--- src/rtl/p2s_pkg.sv ---
// Shared types and width helpers for the parallel-to-serial display shifter.
package p2s_pkg;

  typedef enum logic [2:0] {
    ST_IDLE,
    ST_LOAD,
    ST_SHIFT_LO,
    ST_SHIFT_HI,
    ST_LATCH,
    ST_DONE
  } p2s_state_t;

  function automatic int unsigned hp_cnt_width(input int unsigned half_period);
    return $clog2(half_period + 1);
  endfunction

  function automatic int unsigned bit_cnt_width(input int unsigned data_bits);
    return $clog2(data_bits);
  endfunction

endpackage

--- src/rtl/p2s_tick_gen.sv ---
// Half-period timer: tick_c marks the last clk cycle of each serial-clock phase.
module p2s_tick_gen
  import p2s_pkg::*;
#(
  parameter int unsigned HALF_PERIOD = 2
) (
  input  logic clk,
  input  logic rst,
  input  logic restart,
  output logic tick_c
);

  localparam int unsigned CW = hp_cnt_width(HALF_PERIOD);
  localparam logic [CW-1:0] LAST = CW'(HALF_PERIOD);

  logic [CW-1:0] cnt;

  assign tick_c = (cnt == LAST);

  // Counts 1..HALF_PERIOD within a phase; reloads on restart or at the phase end.
  always_ff @(posedge clk) begin
    if (rst || restart || tick_c) begin
      cnt <= CW'(1);
    end else begin
      cnt <= cnt + CW'(1);
    end
  end

endmodule

--- src/rtl/p2s_serializer.sv ---
// Parallel-to-serial shifter for 74HC595-style chains: captures a word on a start
// edge, shifts it out with a divided s_clk, then strobes s_latch and pulses done.
module p2s_serializer
  import p2s_pkg::*;
#(
  parameter int unsigned DATA_BITS   = 16,
  parameter int unsigned HALF_PERIOD = 2,
  parameter int unsigned MSB_FIRST   = 1
) (
  input  logic                 clk,
  input  logic                 rst,
  input  logic                 start,
  input  logic [DATA_BITS-1:0] pdata,
  output logic                 busy,
  output logic                 done,
  output logic                 s_clk,
  output logic                 s_clrn,
  output logic                 sout,
  output logic                 s_latch
);

  localparam int unsigned BW = bit_cnt_width(DATA_BITS);
  localparam logic [BW-1:0] LAST_BIT = BW'(DATA_BITS - 1);
  localparam bit MSB = (MSB_FIRST != 0);

  p2s_state_t           state;
  logic                 start_q;
  logic [DATA_BITS-1:0] shreg;
  logic [DATA_BITS-1:0] shreg_shift_c;
  logic [BW-1:0]        bitcnt;
  logic                 start_edge_c;
  logic                 restart_c;
  logic                 tick_c;

  assign start_edge_c  = start & ~start_q;
  assign restart_c     = (state == ST_LOAD);
  assign shreg_shift_c = MSB ? {shreg[DATA_BITS-2:0], 1'b0} : {1'b0, shreg[DATA_BITS-1:1]};

  function automatic logic head(input logic [DATA_BITS-1:0] w);
    return MSB ? w[DATA_BITS-1] : w[0];
  endfunction

  p2s_tick_gen #(
    .HALF_PERIOD(HALF_PERIOD)
  ) u_tick (
    .clk     (clk),
    .rst     (rst),
    .restart (restart_c),
    .tick_c  (tick_c)
  );

  // Control FSM; outputs are set on the transition into the state they belong to.
  always_ff @(posedge clk) begin
    start_q <= start;
    s_clrn  <= ~rst;
    if (rst) begin
      state   <= ST_IDLE;
      busy    <= 1'b0;
      done    <= 1'b0;
      s_clk   <= 1'b0;
      s_latch <= 1'b0;
      sout    <= 1'b0;
      shreg   <= '0;
      bitcnt  <= '0;
    end else begin
      done <= 1'b0;
      case (state)
        ST_IDLE, ST_DONE: begin
          if (start_edge_c) begin
            state <= ST_LOAD;
            busy  <= 1'b1;
          end else begin
            state <= ST_IDLE;
          end
        end
        ST_LOAD: begin
          shreg  <= pdata;
          bitcnt <= '0;
          sout   <= head(pdata);
          state  <= ST_SHIFT_LO;
        end
        ST_SHIFT_LO: begin
          if (tick_c) begin
            s_clk <= 1'b1;
            state <= ST_SHIFT_HI;
          end
        end
        ST_SHIFT_HI: begin
          if (tick_c) begin
            s_clk <= 1'b0;
            if (bitcnt == LAST_BIT) begin
              s_latch <= 1'b1;
              state   <= ST_LATCH;
            end else begin
              shreg  <= shreg_shift_c;
              sout   <= head(shreg_shift_c);
              bitcnt <= bitcnt + BW'(1);
              state  <= ST_SHIFT_LO;
            end
          end
        end
        ST_LATCH: begin
          if (tick_c) begin
            s_latch <= 1'b0;
            sout    <= 1'b0;
            busy    <= 1'b0;
            done    <= 1'b1;
            state   <= ST_DONE;
          end
        end
        default: begin
          state <= ST_IDLE;
          busy  <= 1'b0;
        end
      endcase
    end
  end

endmodule

--- config.mk ---
export PLATFORM = sky130hd
export DESIGN_NAME = p2s_serializer
export DESIGN_NICKNAME = d
export VERILOG_FILES = /design/src/rtl/p2s_pkg.sv /design/src/rtl/p2s_tick_gen.sv /design/src/rtl/p2s_serializer.sv
export SDC_FILE = /design/constraint.sdc
export NUM_CORES = 1
export LEC_CHECK = 0
export ABC_AREA = 0
export CELL_PAD_IN_SITES_DETAIL_PLACEMENT = 1
export CELL_PAD_IN_SITES_GLOBAL_PLACEMENT = 2
export CORE_MARGIN = 3
export CORE_UTILIZATION = 31
export DETAILED_ROUTE_END_ITERATION = 8
export GPL_TIMING_DRIVEN = 0
export PLACE_DENSITY_LB_ADDON = 0.1
export RECOVER_POWER = 50
export SLEW_MARGIN = 15
export SYNTH_ARGS = -nofsm -noshare
export SYNTH_HDL_FRONTEND = slang
export SYNTH_HIERARCHICAL = 1
export SYNTH_SLANG_ARGS = --single-unit
--- constraint.sdc ---
create_clock -name clk -period 2 [get_ports clk]
set_clock_uncertainty 0.15 [all_clocks]
set_input_delay 0.5 -clock clk [delete_from_list [all_inputs] [get_ports clk]]
set_output_delay 0.5 -clock clk [all_outputs]
set_load 0.03 [all_outputs]
Word level (Yosys, flattened, before mapping)

Cells that the tools add are included.

Bits in registers: 31
Latch bits: 0
Bits in writable memories: 0
Bits in read-only memories: 0
Input port bits: 19
Output and inout bits: 6
Word-level logic and storage cells: 71
Memories: 0

Add/subtract/negate cells: 2
Multipliers: 0
Divide/modulo/power cells: 0
Order comparisons: 0
Equal/unequal tests: 13
Shift-type cells: 0
Mux-type cells: 24
Bitwise logic cells: 5
Reductions and logical operators: 16

Operators by type and width:

| operator            | number |
|---|---|
| $mux 15             | 2 |
| $pmux 15 s2         | 1 |
| $pmux 3 s5          | 1 |
| $mux 3              | 4 |
| $reduce_and 3->1    | 4 |
| $mux 1              | 9 |
| $mux 4              | 2 |
| $pmux 4 s2          | 1 |
| $reduce_and 4->1    | 2 |
| $eq 3x2->1 const B  | 2 |
| $eq 3x3->1 const B  | 2 |
| $ne 2x1->1 const B  | 3 |
| $ne 2x2->1 const B  | 3 |
| $pmux 1 s3          | 2 |
| $reduce_bool 2->1   | 3 |
| $add 4x1->4 const B | 1 |
| $eq 4x4->1 const B  | 1 |
| $not 1->1           | 4 |
| $pmux 1 s2          | 2 |
| $reduce_or 2->1     | 2 |
| $eq 3x1->1 const B  | 1 |
| $logic_not 3->1     | 1 |
| $reduce_bool 3->1   | 1 |
| $reduce_or 3->1     | 1 |
| 4 further kinds     | 5 |

Depth between registers and ports, before layout

Depth in word-level cells: 4
Gate-level depth with buffers: 7
Depth with buffers taken out: 6

Hierarchy

The synthesis kept the hierarchy.

Modules (own cells, without submodules):

| module         | times used | cells an instance | area each (µm²) | sequential area each (µm²) |
|---|---|---|---|---|
| p2s_serializer | 1          | 154               | 1378.8          | 580.6 |
| p2s_tick_gen   | 1          | 6                 | 72.6            | 40.0 |

Worst setup path after synthesis

No wires, ideal clock.

Kind: reg-to-reg
From: register bitcnt[1]
To: register shreg[14]
Setup time: 0.134 ns
Data arrival time: 1.291 ns
Required time: 1.716 ns
Path slack: 0.425 ns
Cell stages (with the launch flop): 7
Path buffers: 1
Clock period less this slack: 1.575 ns
Cell sequence: dfxtp_1 > ha_1 > nand3_1 > a21o_1 > buf_2 > a21oi_1 > a211oi_1

Longest elaborated chain between the ends: 3

RTL lines:

| element                    | RTL line             | RTL |
|---|---|---|
| start, declared            | p2s_serializer.sv:30 | `logic [BW-1:0] bitcnt;` |
| start signal, assigned     | p2s_serializer.sv:97 | `bitcnt <= bitcnt + BW'(1);` |
| $eq 4x4->1                 | p2s_serializer.sv:91 | `if (bitcnt == LAST_BIT) begin` |
| $ne 2x2->1 (no line)       | -                    |  |
| $reduce_and 3->1 (no line) | -                    |  |
| end signal, assigned       | p2s_serializer.sv:77 | `shreg <= pdata;` |
| end signal, assigned       | p2s_serializer.sv:95 | `shreg <= shreg_shift_c;` |
| end, declared              | p2s_serializer.sv:28 | `logic [DATA_BITS-1:0] shreg;` |

Every way passes these cells.
A chain may end at the register's enable or synchronous reset.

Worst setup path in the final report

From: register sout
To: output port sout

RTL lines:

| element                | RTL line             | RTL |
|---|---|---|
| start, declared        | p2s_serializer.sv:18 | `output logic sout,` |
| start signal, assigned | p2s_serializer.sv:79 | `sout <= head(pdata);` |
| start signal, assigned | p2s_serializer.sv:96 | `sout <= head(shreg_shift_c);` |

No word-level cell between the ends.

==> results summary <==
STA classifies the critical path startpoint as a register. The critical register-to-register path endpoint is bitcnt[0]. STA classifies the critical path endpoint as a primary output. Overall power consumption after layout is estimated at 1332 uW. During synthesis, Yosys emitted a total of 6 warnings.

The start of the worst register-to-register path is bitcnt[0]. Once layout is complete, the cells apart from fillers number around 240. For this run, the detailed router's first-pass iteration total came to 4. Yosys instantiated no cell more often than sky130_fd_sc_hd__dfxtp_1. The per-instance average area after synthesis is just over 9 sq um. The largest stage delay on the critical path is roughly 680 ps. The remaining antenna violation count came out at 0. The detailed placement HPWL is approximately 2700 um. At the pin with the least slew margin, the transition time is between 400 and 500 ps. Counting every net in the synthesized netlist gives around 180.

The min-delay analysis places its worst path in the category register to register. Clock tree synthesis found a total of 31 sinks. After synthesis the netlist holds a flip-flop and latch count of 31. The core utilization of the finished layout came out at 0.4127. After global routing the overflow that remains totals 0. The fill cell instance count of the final layout is about 530.

The count of cells along the worst register-to-register path came out at 6. The first global-routing pass estimated ~6300 um of wire. The via density per instance came out at roughly 5.3. The core region area came out at roughly 4400 sq um. Along the worst path, the maximum fanout reaches 2. The deepest level of the CTS H-tree is 2. The final routed wirelength across all metal layers came out at between 3000 and 4000 um. Setup repair after global routing left no endpoint under its margin. The share of post-route cells with drive strength above 1 is 0.1099. The fmax came out at 516.7 MHz.

The cell area after synthesis came out at between 1000 and 1500 sq um. The largest buffer count on any clock path came out at 2. The post-synthesis cell type count came out at 36. The power per cell area is ~730 nW/um^2. The initial standard-cell utilization of the core came out at 0.3266.

The initial antenna violation count was 0. The via count of the first global-routing pass is ~1300. In the synthesized netlist the dominant register cell turns out to be sky130_fd_sc_hd__dfxtp_1.

The largest net degree at the start of global routing came out at 11. The signal on the critical path passes through clkdlybuf4s50_1. Ranked by instance count, the synthesized netlist is headed by sky130_fd_sc_hd__dfxtp_1, sky130_fd_sc_hd__a21oi_1, sky130_fd_sc_hd__mux2i_1. The I/O pin count is 25. The area added between synthesis and finish came out at 26.38%. The max-cap violation count came out at 0. sky130_fd_sc_hd__dfxtp_1 takes more of the synthesized area than any other cell. The sum of buffers and inverters on the critical path is 1. The share of the Yosys chip area taken by registers is 0.4276.

For hold timing, the worst endpoint is u_tick/cnt[0]. The static leakage came out at 0.0006428 uW. After clock tree synthesis, the clock-pin slew on the worst setup and hold paths is ~60 ps. Routability-driven placement finished with a final weighted congestion of roughly 0.8.

The number of pins with negative max-slew slack in the final report is 0. The number of antenna diodes in the final layout is 0. The tree is rooted in a sky130_fd_sc_hd__clkbuf_8.

Of the post-synthesis cell area, the dominant cell type holds 0.4276. Dividing the final minimum period by the clock period gives 0.9676. The floorplan step defined a die boundary enclosing approximately 5500 sq um. The startpoint identified for the worst hold timing path is u_tick/cnt[0]. The wire length per cell after detailed routing is between 15 and 20 um.

The relative max-transition margin came out at 0.6820. In this run the register-to-register setup slack is around 180 ps. The number of cells after detailed placement came out at 236. By area the synthesized netlist is led by sky130_fd_sc_hd__dfxtp_1, sky130_fd_sc_hd__mux2i_1, sky130_fd_sc_hd__a21oi_1.

The cell with the largest stage delay on the worst path is sky130_fd_sc_hd__clkdlybuf4s50_1. The run finished with clean final reports. The worst setup path is of the register to primary output kind. The detailed router finished its first iteration with 71 violations. The count of nets after finishing came out at approximately 210. Counting flops with a built-in enable in the synthesized netlist gives 0. TritonCTS built the clock tree. The routed via count came out at roughly 1300. The async set or reset register ratio after synthesis is 0. The number of remaining DRC errors came out at 0.

Synthesis handed over a netlist of 160 instances. The count of final hold-check violations came out at 0. The total global routing track utilization came out at 0.1499. The maximum vdd ir drop came out at just over 0.3 mV.

The chip height came out at approximately 74 um. Grouping stages by cell kind, the critical path spends the most delay in buffers and inverters. The insertion delay of the later-clocked pin in the worst-skew pair came out at 280 ps.

The final critical-path required period is about 1900 ps. The worst path arrival time came out at between 1000 and 1500 ps. The worst endpoint required time is approximately 1400 ps. TritonCTS created 5 clock buffers. The number of buffer cells added on primary ports came out at 24. The instance count along the most critical hold path is 1. Setup violations remaining at the end of the flow were counted as 0. After floorplanning, the core was divided into 24 placement rows. From left edge to right edge, the die measures around 74 um.
power by group:
part,total [uW],internal (uW),switching [uW],leakage (uW)
Combinational,224,105,119,0.000352
Clock,442,231,211,0.0000371
Sequential,666,651,15.1,0.000253
Total,1330,987,345,0.000643
sequential cells by signal, summed over array words and instances (netlist names):
signal / flops
bitcnt: 4
busy: 1
done: 1
s_clk: 1
s_clrn: 1
s_latch: 1
shreg: 15
sout: 1
start_q: 1
state: 3
u_tick/cnt: 2
cell families after synthesis:
family / synth area share
AOI/OAI and AO/OA: 0.2457
xor gates and xnor gates: 0.006036
adders and majority gates: 0.01724
buffers and inverters: 0.06724
DFF: 0.4276
muxes: 0.1103
and+or+nand+nor: 0.1259
worst max path at each step:
stage	slack (ps)	startpoint	cells past startpoint	endpoint
2_1_floorplan	430	bitcnt[1]	6	shreg[14]
3_3_place_gp	-190	rst	4	shreg[8]
3_5_place_dp	-230	rst	4	done
4_1_cts	20	busy	1	busy
5_1_grt	20	sout	1	sout
6_report	60	sout	1	sout
metal layers:
layer	share of wire	track usage
met1	0.50	0.2126
met2	0.45	0.2137
met3	0.038	0.05000
met4	0.0047	0.04743
met5	0	0
through the flow:
stage                     instance area, sq um  hold slack [ps]  setup slack (ps)  setup TNS (ps)
after floorplan                           1451            303.6             425.2               0
after global placement                    1757            314.9            -187.3           -3282
after detailed placement                  1757            306.2            -230.0           -3684
after CTS                                 1829            334.9             18.02               0
after global routing                      1834            364.0             20.23               0
final                                     1834            330.1             64.78               0
area by class of cell:
| class | count | area [sq um] | area share |
|---|---|---|---|
| buffer | 14 | 81.33 | 0.04434 |
| tap | 52 | 65.06 | 0.03547 |
| sequential | 31 | 620.6 | 0.3383 |
| multi-input combinational | 111 | 735.7 | 0.4011 |
| clock buffer | 6 | 72.57 | 0.03956 |
| inverter | 4 | 17.52 | 0.009550 |
| timing repair buffer | 25 | 241.5 | 0.1317 |
placed cells by master (no fill, tap or decap), types with 3 or more instances in the layout:
cell type                         Yosys  final
sky130_fd_sc_hd__dfxtp_1             31     31
sky130_fd_sc_hd__a21oi_1             22     22
sky130_fd_sc_hd__clkdlybuf4s50_1      0     22
sky130_fd_sc_hd__mux2i_1             16     16
sky130_fd_sc_hd__a211oi_1            14     14
sky130_fd_sc_hd__nand2_1              9     10
sky130_fd_sc_hd__nor2_1               8      8
sky130_fd_sc_hd__buf_2                7      6
sky130_fd_sc_hd__o21ai_0              5      5
sky130_fd_sc_hd__clkbuf_8             0      5
sky130_fd_sc_hd__clkbuf_1             3      4
sky130_fd_sc_hd__nand3_1              5      4
sky130_fd_sc_hd__inv_1                3      3
sky130_fd_sc_hd__a22oi_1              3      3
sky130_fd_sc_hd__buf_4                3      3
timing repair:
| item | CTS | global route |
|---|---|---|
| gates resized for setup | 0 | 6 |
| hold buffers | 0 | 0 |
| setup endpoints to repair | 0 | 16 |
| setup buffers | 0 | 1 |
Note: power is estimated with default switching activity, not from simulation.
